<file path="src/rtl/if_fetch.sv">
// Instruction fetch stage: one outstanding memory request, single-entry instruction
// buffer, and redirect handling that drains an in-flight request before refetching.
module if_fetch #(
    parameter logic [31:0] RESET_PC = 32'h0000_3000
) (
    input  logic        clk,
    input  logic        reset,
    input  logic        enable,
    input  logic        redirect,
    input  logic [31:0] redirect_pc,
    output logic        im_req,
    output logic [31:0] im_addr,
    input  logic        im_ack,
    input  logic [31:0] im_rdata,
    output logic [31:0] F_pc,
    output logic [31:0] F_instr,
    output logic        F_valid
);

    localparam int unsigned XLEN     = 32;
    localparam int unsigned INSN_LEN = 4;

    typedef enum logic [1:0] {
        FETCH   = 2'b00,
        HOLD    = 2'b01,
        DISCARD = 2'b10
    } state_t;

    state_t            state_q, state_d;
    logic [XLEN-1:0]   pc_q, pc_d;
    logic [XLEN-1:0]   req_addr_q, req_addr_d;
    logic [XLEN-1:0]   ibuf_q, ibuf_d;

    // State and datapath registers
    always_ff @(posedge clk) begin
        if (reset) begin
            state_q    <= FETCH;
            pc_q       <= RESET_PC;
            req_addr_q <= RESET_PC;
            ibuf_q     <= '0;
        end else begin
            state_q    <= state_d;
            pc_q       <= pc_d;
            req_addr_q <= req_addr_d;
            ibuf_q     <= ibuf_d;
        end
    end

    // Next-state logic; redirect outranks ack and enable in every state
    always_comb begin
        state_d    = state_q;
        pc_d       = pc_q;
        req_addr_d = req_addr_q;
        ibuf_d     = ibuf_q;
        case (state_q)
            FETCH: begin
                // pc is stable while a request is open, so tracking it here
                // captures the address of the request actually on the bus
                req_addr_d = pc_q;
                if (redirect) begin
                    pc_d    = redirect_pc;
                    state_d = im_ack ? FETCH : DISCARD;
                end else if (im_ack) begin
                    ibuf_d  = im_rdata;
                    state_d = HOLD;
                end
            end
            HOLD: begin
                if (redirect) begin
                    pc_d    = redirect_pc;
                    ibuf_d  = '0;
                    state_d = FETCH;
                end else if (enable) begin
                    pc_d    = pc_q + XLEN'(INSN_LEN);
                    state_d = FETCH;
                end
            end
            DISCARD: begin
                if (redirect) begin
                    pc_d = redirect_pc;
                end
                if (im_ack) begin
                    state_d = FETCH;
                end
            end
            default: begin
                state_d = FETCH;
            end
        endcase
    end

    // Output decode; reset masks the request and the valid flag immediately
    always_comb begin
        im_req  = 1'b0;
        im_addr = {pc_q[XLEN-1:2], 2'b00};
        F_pc    = pc_q;
        F_instr = '0;
        F_valid = 1'b0;
        if (state_q == DISCARD) begin
            im_addr = {req_addr_q[XLEN-1:2], 2'b00};
        end
        if (!reset) begin
            case (state_q)
                FETCH: begin
                    im_req = 1'b1;
                end
                HOLD: begin
                    F_valid = 1'b1;
                    F_instr = ibuf_q;
                end
                DISCARD: begin
                    im_req = 1'b1;
                end
                default: begin
                    im_req = 1'b0;
                end
            endcase
        end
    end

endmodule

</file>
<file path="config.mk">
export PLATFORM = sky130hd
export DESIGN_NAME = if_fetch
export DESIGN_NICKNAME = d
export VERILOG_FILES = /design/src/rtl/if_fetch.sv
export SDC_FILE = /design/constraint.sdc
export NUM_CORES = 1
export LEC_CHECK = 0
export BUFFER_PORTS_ARGS = -buffer_cell sky130_fd_sc_hd__buf_2
export CORE_ASPECT_RATIO = 1.4
export CORE_UTILIZATION = 40
export CTS_BUF_LIST = sky130_fd_sc_hd__clkbuf_8 sky130_fd_sc_hd__clkbuf_16
export DETAILED_ROUTE_END_ITERATION = 8
export PLACE_DENSITY = 0.66
export SYNTH_ARGS = -nofsm -noshare
export SYNTH_HDL_FRONTEND = slang
export SYNTH_SLANG_ARGS = --single-unit
</file>
<file path="constraint.sdc">
create_clock -name clk -period 4.3 [get_ports clk]
set_input_delay 0.86 -clock clk [delete_from_list [all_inputs] [get_ports clk]]
set_output_delay 0.86 -clock clk [all_outputs]
set_load 0.02 [all_outputs]
</file>
==> impl_metrics.ini, run 1 <==
[run_status]
status = completed

[synth]
yosys.area_share.adder_pct = 0.248
synth_ff_type = dfxtp_1
synthXorXnorAreaFrac_pct = 0
syn_area_sq_um = 5040
synth_area_per_cell_sq_um = 7.62
synth_cells = 661
synth_seq_area_share_pct = 38.1
synth_compound_area_share_pct = 18.1
synth_edf_count = 0
muxShareOfSynthArea_pct = 6.85
postSynth.asyncResetShare_pct = 0
yosysWarningCount = 0
synthSimpleGateAreaFrac_pct = 30.4
ys_types = 66
synth-seq-cells = 96
synth_top_family_by_area = simple AND/OR/NAND/NOR gates

[cts]
cts_tree = built
htree_levels = 3
cts_post_setup_buffers_inserted = 0
clk_latency_ps = 340
ctsHoldBuffers = 0
ctsResizeCount = 0
root_buffer = clkbuf_16
cts_buffer_depth = 2
path_clk_slew_ps = 70
cts.sinks = 96
cts-buffers-inserted = 9

[global_route]
grt_pass1_vias = 4734
grt_max_degree = 75
antenna_found_initial = 0
track_usage_pct = 22.6
overflow = 0
grt_pass1_wl_microns = 24100

[setup_path]
crit_slowest_cell = inv_1
worstSetupEndpointType = output port
crit_type = input port to output port
cp-startpoint = reset
worst_ep_required_time_ps = 3440
path_max_fanout = 41
crit_chain = buf_2 > inv_1 > and3_1 > buf_2
reg2regPathDepth = 6
timing.rr.end = F_pc[26]
crit_buf_inv = 3
cp_top_family = buffers and inverters
crit_arrival_ps = 2400
endpoint = F_instr[24]
cpPeakStageDelay_ps = 840
cp.depth = 4
critPathLaunchType = input port
r2r_setup_slack_ps = 1730
r2r_start = F_pc[2]
timing.critical_path.mode_cell = buf_2

[timing]
rsz0062_at_grt = no
final.setup.tns_ps = 0
worst_slew_pin_slew_ps = 1330
timing.final.hold_violations = 0
setup_viol = 0
maxSlewHeadroom_pct = 11.0
period_needed_ps = 3260
slew_viol_final = 0
holdWs_ps = 453
max_freq_mhz = 307
post-route-period-util_pct = 75.8
finClkSkew_ps = 8.34

[layout]
layout.nets = 852
diodes = 0
fin_cells = 937
final_cell_mix = buf_2 (164), nand2_1 (131), dfxtp_1 (96)
fillCellCount = 1193
layout_commonest_cell = buf_2
final_area_sq_um = 6130
drive_above_1_share_pct = 29.0
syn_to_final_growth_pct = 21.6

[power_and_ir_drop]
power_leakage_nw = 2.70
power_density_nw_per_um2 = 355
max-vdd-ir-drop_mv = 0.188

[die]
coreArea_sq_um = 12300
die_h_microns = 135
die_area_sq_um = 13100
ios = 167
initial_utilization_pct = 40.9
die_w_microns = 96.9
fp-row-count = 48

[placement]
io_buffers = 164
gp_congestion = 0.842
dp_cells = 921
dpl.hpwl_microns = 10500
dpl-instance-area_sq_um = 5820

[hold_path]
hold_path.class = flop to flop
hold-path-cell-count = 2

[route]
drtAntennaViolNets = 0
avgViaCountPerCell = 5.62
first_iter_violations = 289
vias = 5263
wl_per_cell_microns = 16.2
drcViolationCount = 0
dr.pass1.iters = 5
routed_wl_microns = 15200

[job]
maxCapViolCount = 0
[cell families after synthesis]
logic type | Yosys count
simple gates | 315
compound gates | 150
flops | 96
buf+inv | 67
mux | 31
fa+ha+maj | 1
other cells | 1
[where the power goes]
part,internal (mW),switching (mW)
clock network,0.469,0.350
registers,0.942,0.0636
logic,0.134,0.217
total,1.55,0.631
[routing by layer]
metal / wire (microns) / GRT usage, % / share of wire (%) / vias up
li1: - / - / - / 2580
met1: 6290 / 27.4 / 41 / 2446
met2: 7560 / 39.0 / 50 / 216
met3: 1010 / 4.55 / 6.7 / 21
met4: 361 / 9.04 / 2.4 / 0
met5: 0 / 0 / 0 / -
[worst reg2reg max path: stages (launching register included)]
cell and delay, ps:
dfxtp_1 460, ha_1 260, nand4_1 260, nor3_2 550
nor3b_1 540, a311oi_1 180, a211oi_1 240
[how the worst min path moves through the flow]
| stage | startpoint | to |
|---|---|---|
| final | req_addr_q[17] | req_addr_q[17] |
| after global routing | ibuf_q[16] | ibuf_q[16] |
| after CTS | req_addr_q[17] | req_addr_q[17] |
| after detailed placement | req_addr_q[17] | req_addr_q[17] |
| after global placement | ibuf_q[24] | ibuf_q[24] |
| after floorplan | ibuf_q[0] | ibuf_q[0] |
[final cells by class]
class                   instances  area, sq um  area share (%)
repair buffers                170          866            14.1
clock buffers                  10          239            3.90
clock inverters                 6         68.8            1.12
multi-input cells             499         2820            46.0
flip-flops and latches         96         1920            31.4
inverters                       6         22.5           0.368
well taps                     150          188            3.06
[per-stage QoR]
step | util (%) | worst slack, ps | total power [mW]
4_1_cts | 49.8 | 1050 | 2.19
3_3_place_gp | 47.3 | 1220 | 1.37
3_5_place_dp | 47.3 | 1050 | 1.38
2_1_floorplan | - | 1740 | 1.25
6_report | 49.8 | 1040 | 2.18
5_1_grt | 49.8 | 902 | 2.27
[registers in the layout, indices dropped and copies added, names as in the netlist]
register and count:
F_pc 32, ibuf_q 32, req_addr_q 30, state_q 2
[Yosys cell counts (2+ instances only)]
| cell type | instances | area (sq um) |
|---|---|---|
| nand2b_1 | 6 | 37.5 |
| mux2i_1 | 3 | 30.0 |
| mux2_2 | 28 | 315 |
| nor3b_1 | 2 | 15.0 |
| a22oi_1 | 2 | 15.0 |
| and3_1 | 35 | 219 |
| buf_1 | 3 | 11.3 |
| nor2b_1 | 5 | 31.3 |
| o211ai_1 | 3 | 22.5 |
| a311oi_1 | 4 | 35.0 |
| inv_1 | 6 | 22.5 |
| clkbuf_8 | 2 | 27.5 |
| or4_1 | 4 | 30.0 |
| dfxtp_1 | 96 | 1920 |
| and4_1 | 2 | 17.5 |
| nand3_1 | 49 | 245 |
| o221ai_1 | 3 | 26.3 |
| o31ai_1 | 2 | 15.0 |
| and2_1 | 2 | 12.5 |
| a31oi_1 | 7 | 43.8 |
| and2_0 | 2 | 12.5 |
| nor3_1 | 8 | 40.0 |
| nor2_1 | 36 | 135 |
| nand2_1 | 131 | 492 |
| a21o_1 | 3 | 22.5 |
| o311ai_0 | 2 | 17.5 |
| or3_1 | 6 | 37.5 |
| a21oi_1 | 79 | 395 |
| nand4_1 | 10 | 62.6 |
| o21bai_1 | 3 | 22.5 |
| o21a_1 | 3 | 22.5 |
| nor4_1 | 6 | 37.5 |
| buf_2 | 2 | 10.0 |
| buf_4 | 5 | 37.5 |
| a211oi_1 | 4 | 30.0 |
| a32oi_1 | 4 | 35.0 |
| clkbuf_1 | 47 | 176 |
| o21ai_0 | 18 | 90.1 |
(Power assumes the default switching activity.)
==> run 2, diff against run 1 <==
PLACE_DENSITY = 0.68   (was 0.66)
clock period = 2.65 ns   (was 4.3 ns; I/O delays follow)
==> run 2 against run 1 <==
  * Critical endpoint is now im_addr[17]
  * Global-route usage is 1.4 points higher
  * Total power grew 69%
  * Clock skew grew 0.65 ps
==> impl_metrics.ini, run 2 (synthesis gave the netlist of run 1 again) <==
[setup_path]
crit_arrival_ps = 1850
worstSetupEndpointType = output port
crit_chain = nor2b_2 > buf_12 > mux2_2 > buf_2
reg2regPathDepth = 6
critPathLaunchType = flop
cp_top_family = flip-flops
worst_ep_required_time_ps = 2120
cpPeakStageDelay_ps = 440
r2r_start = F_pc[2]
crit_type = flop to output port
path_max_fanout = 31
r2r_setup_slack_ps = 300
crit_buf_inv = 2
timing.rr.end = F_pc[26]
crit_slowest_cell = dfxtp_1

[route]
drtAntennaViolNets = 0
wl_per_cell_microns = 16.7
drcViolationCount = 0
first_iter_violations = 323
dr.pass1.iters = 5
avgViaCountPerCell = 5.65
vias = 5399
routed_wl_microns = 16000

[layout]
drive_above_1_share_pct = 30.9
multi_input_area_sq_um = 2830
layout.nets = 871
layout_commonest_cell = buf_2
syn_to_final_growth_pct = 25.5
final_cell_mix = buf_2 (164), nand2_1 (131), dfxtp_1 (96)
fillCellCount = 1197
final_area_sq_um = 6320
diodes = 0
utilization_pct = 51.4
regArea_sq_um = 1920

[die]
die_w_microns = 96.9
coreArea_sq_um = 12300
die_area_sq_um = 13100
initial_utilization_pct = 40.9
ios = 167
die_h_microns = 135
fp-row-count = 48

[cts]
cts_tree = built
htree_levels = 3
cts_post_setup_buffers_inserted = 0
ctsResizeCount = 0
cts_buffer_depth = 2
cts-buffers-inserted = 9
root_buffer = clkbuf_16
path_clk_slew_ps = 70
cts.sinks = 96
ctsHoldBuffers = 0
clk_latency_ps = 350

[timing]
final.setup.tns_ps = 0
fin_ws_ps = 267
period_needed_ps = 2380
setup_viol = 0
maxSlewHeadroom_pct = 55.7
worst_slew_pin_slew_ps = 665
post-route-period-util_pct = 89.9
max_freq_mhz = 420
finClkSkew_ps = 8.99
slew_viol_final = 0
timing.final.hold_violations = 0
rsz0062_at_grt = no

[run_status]
status = completed

[global_route]
antenna_found_initial = 0
grt_pass1_wl_microns = 25400
overflow = 0
grt_pass1_vias = 5137
grt_max_degree = 92
track_usage_pct = 24.0

[placement]
gp_congestion = 0.851
dpl.hpwl_microns = 11100
dpl-instance-area_sq_um = 5990
pre_cts_ws_ps = 236
io_buffers = 164

[power_and_ir_drop]
power_density_nw_per_um2 = 582
max-vdd-ir-drop_mv = 0.341
p_int_mw = 2.61
swShare_pct = 29.2
p_sw_mw = 1.07
finalPower_mw = 3.68
pwr-share-clk_pct = 39.3
p_seq_share_pct = 43.9
pwr-share-comb_pct = 16.9
power_leakage_nw = 2.81

[hold_path]
hold-path-cell-count = 2
min_to = state_q[1]
min_from = im_ack
hold_path.class = input port to flop

[job]
maxCapViolCount = 0
[run 2: cell types whose count changed in the layout (fill, tap and decap cells not counted), sizes merged]
cell / change
clkinvlp: +1
buf: +19
bufinv: +1
inv: +3
clkinv: -4
clkbuf: -1
[run 2: worst register-to-register path: cells and delay by family (launching register included)]
kind / cells / cell delay [ps]
AND/OR/NAND/NOR: 3 / 1090
flip-flops: 1 / 450
AO/OA/AOI/OAI: 2 / 450
adder cells (fa/ha/maj): 1 / 260
[run 2: area by class of cell]
class / instances / share of cell area, %
clock buffer: 9 / 3.56
clock inverter: 7 / 1.60
multi-input combinational: 499 / 44.8
sequential: 96 / 30.4
inverter: 6 / 0.356
tap: 150 / 2.97
timing repair buffer: 189 / 16.3
[run 2: how the worst max path moves through the flow]
stage / from / end / slack (ps) / depth (start not counted)
after global routing: F_pc[2] / F_pc[26] / 120 / 6
after detailed placement: F_pc[2] / F_pc[26] / 240 / 6
after CTS: F_pc[2] / F_pc[26] / 240 / 6
after global placement: F_pc[2] / F_pc[22] / 500 / 6
after floorplan: state_q[1] / im_addr[11] / 440 / 5
final: state_q[0] / im_addr[17] / 270 / 4
[run 2: routing by layer]
layer / up-vias / track usage (%) / wire [microns]
met2: 256 / 41.0 / 7930
met4: 0 / 11.3 / 447
met3: 38 / 5.85 / 1270
li1: 2621 / - / -
met1: 2484 / 28.3 / 6330
met5: - / 0 / 0
[run 2: through the flow]
stage | hold slack [ps] | instances
after floorplan | 427 | 662
after global placement | 434 | 940
after detailed placement | 441 | 940
after CTS | 375 | 956
after global routing | 384 | 956
final | 385 | 956
[run 2: power by group through the flow]
stage	sequential [mW]	clock, mW	combinational, mW
2_1_floorplan	1.66	0	0.377
3_3_place_gp	1.64	0	0.607
3_5_place_dp	1.65	0	0.621
4_1_cts	1.61	1.47	0.623
5_1_grt	1.63	1.54	0.676
6_report	1.61	1.45	0.621
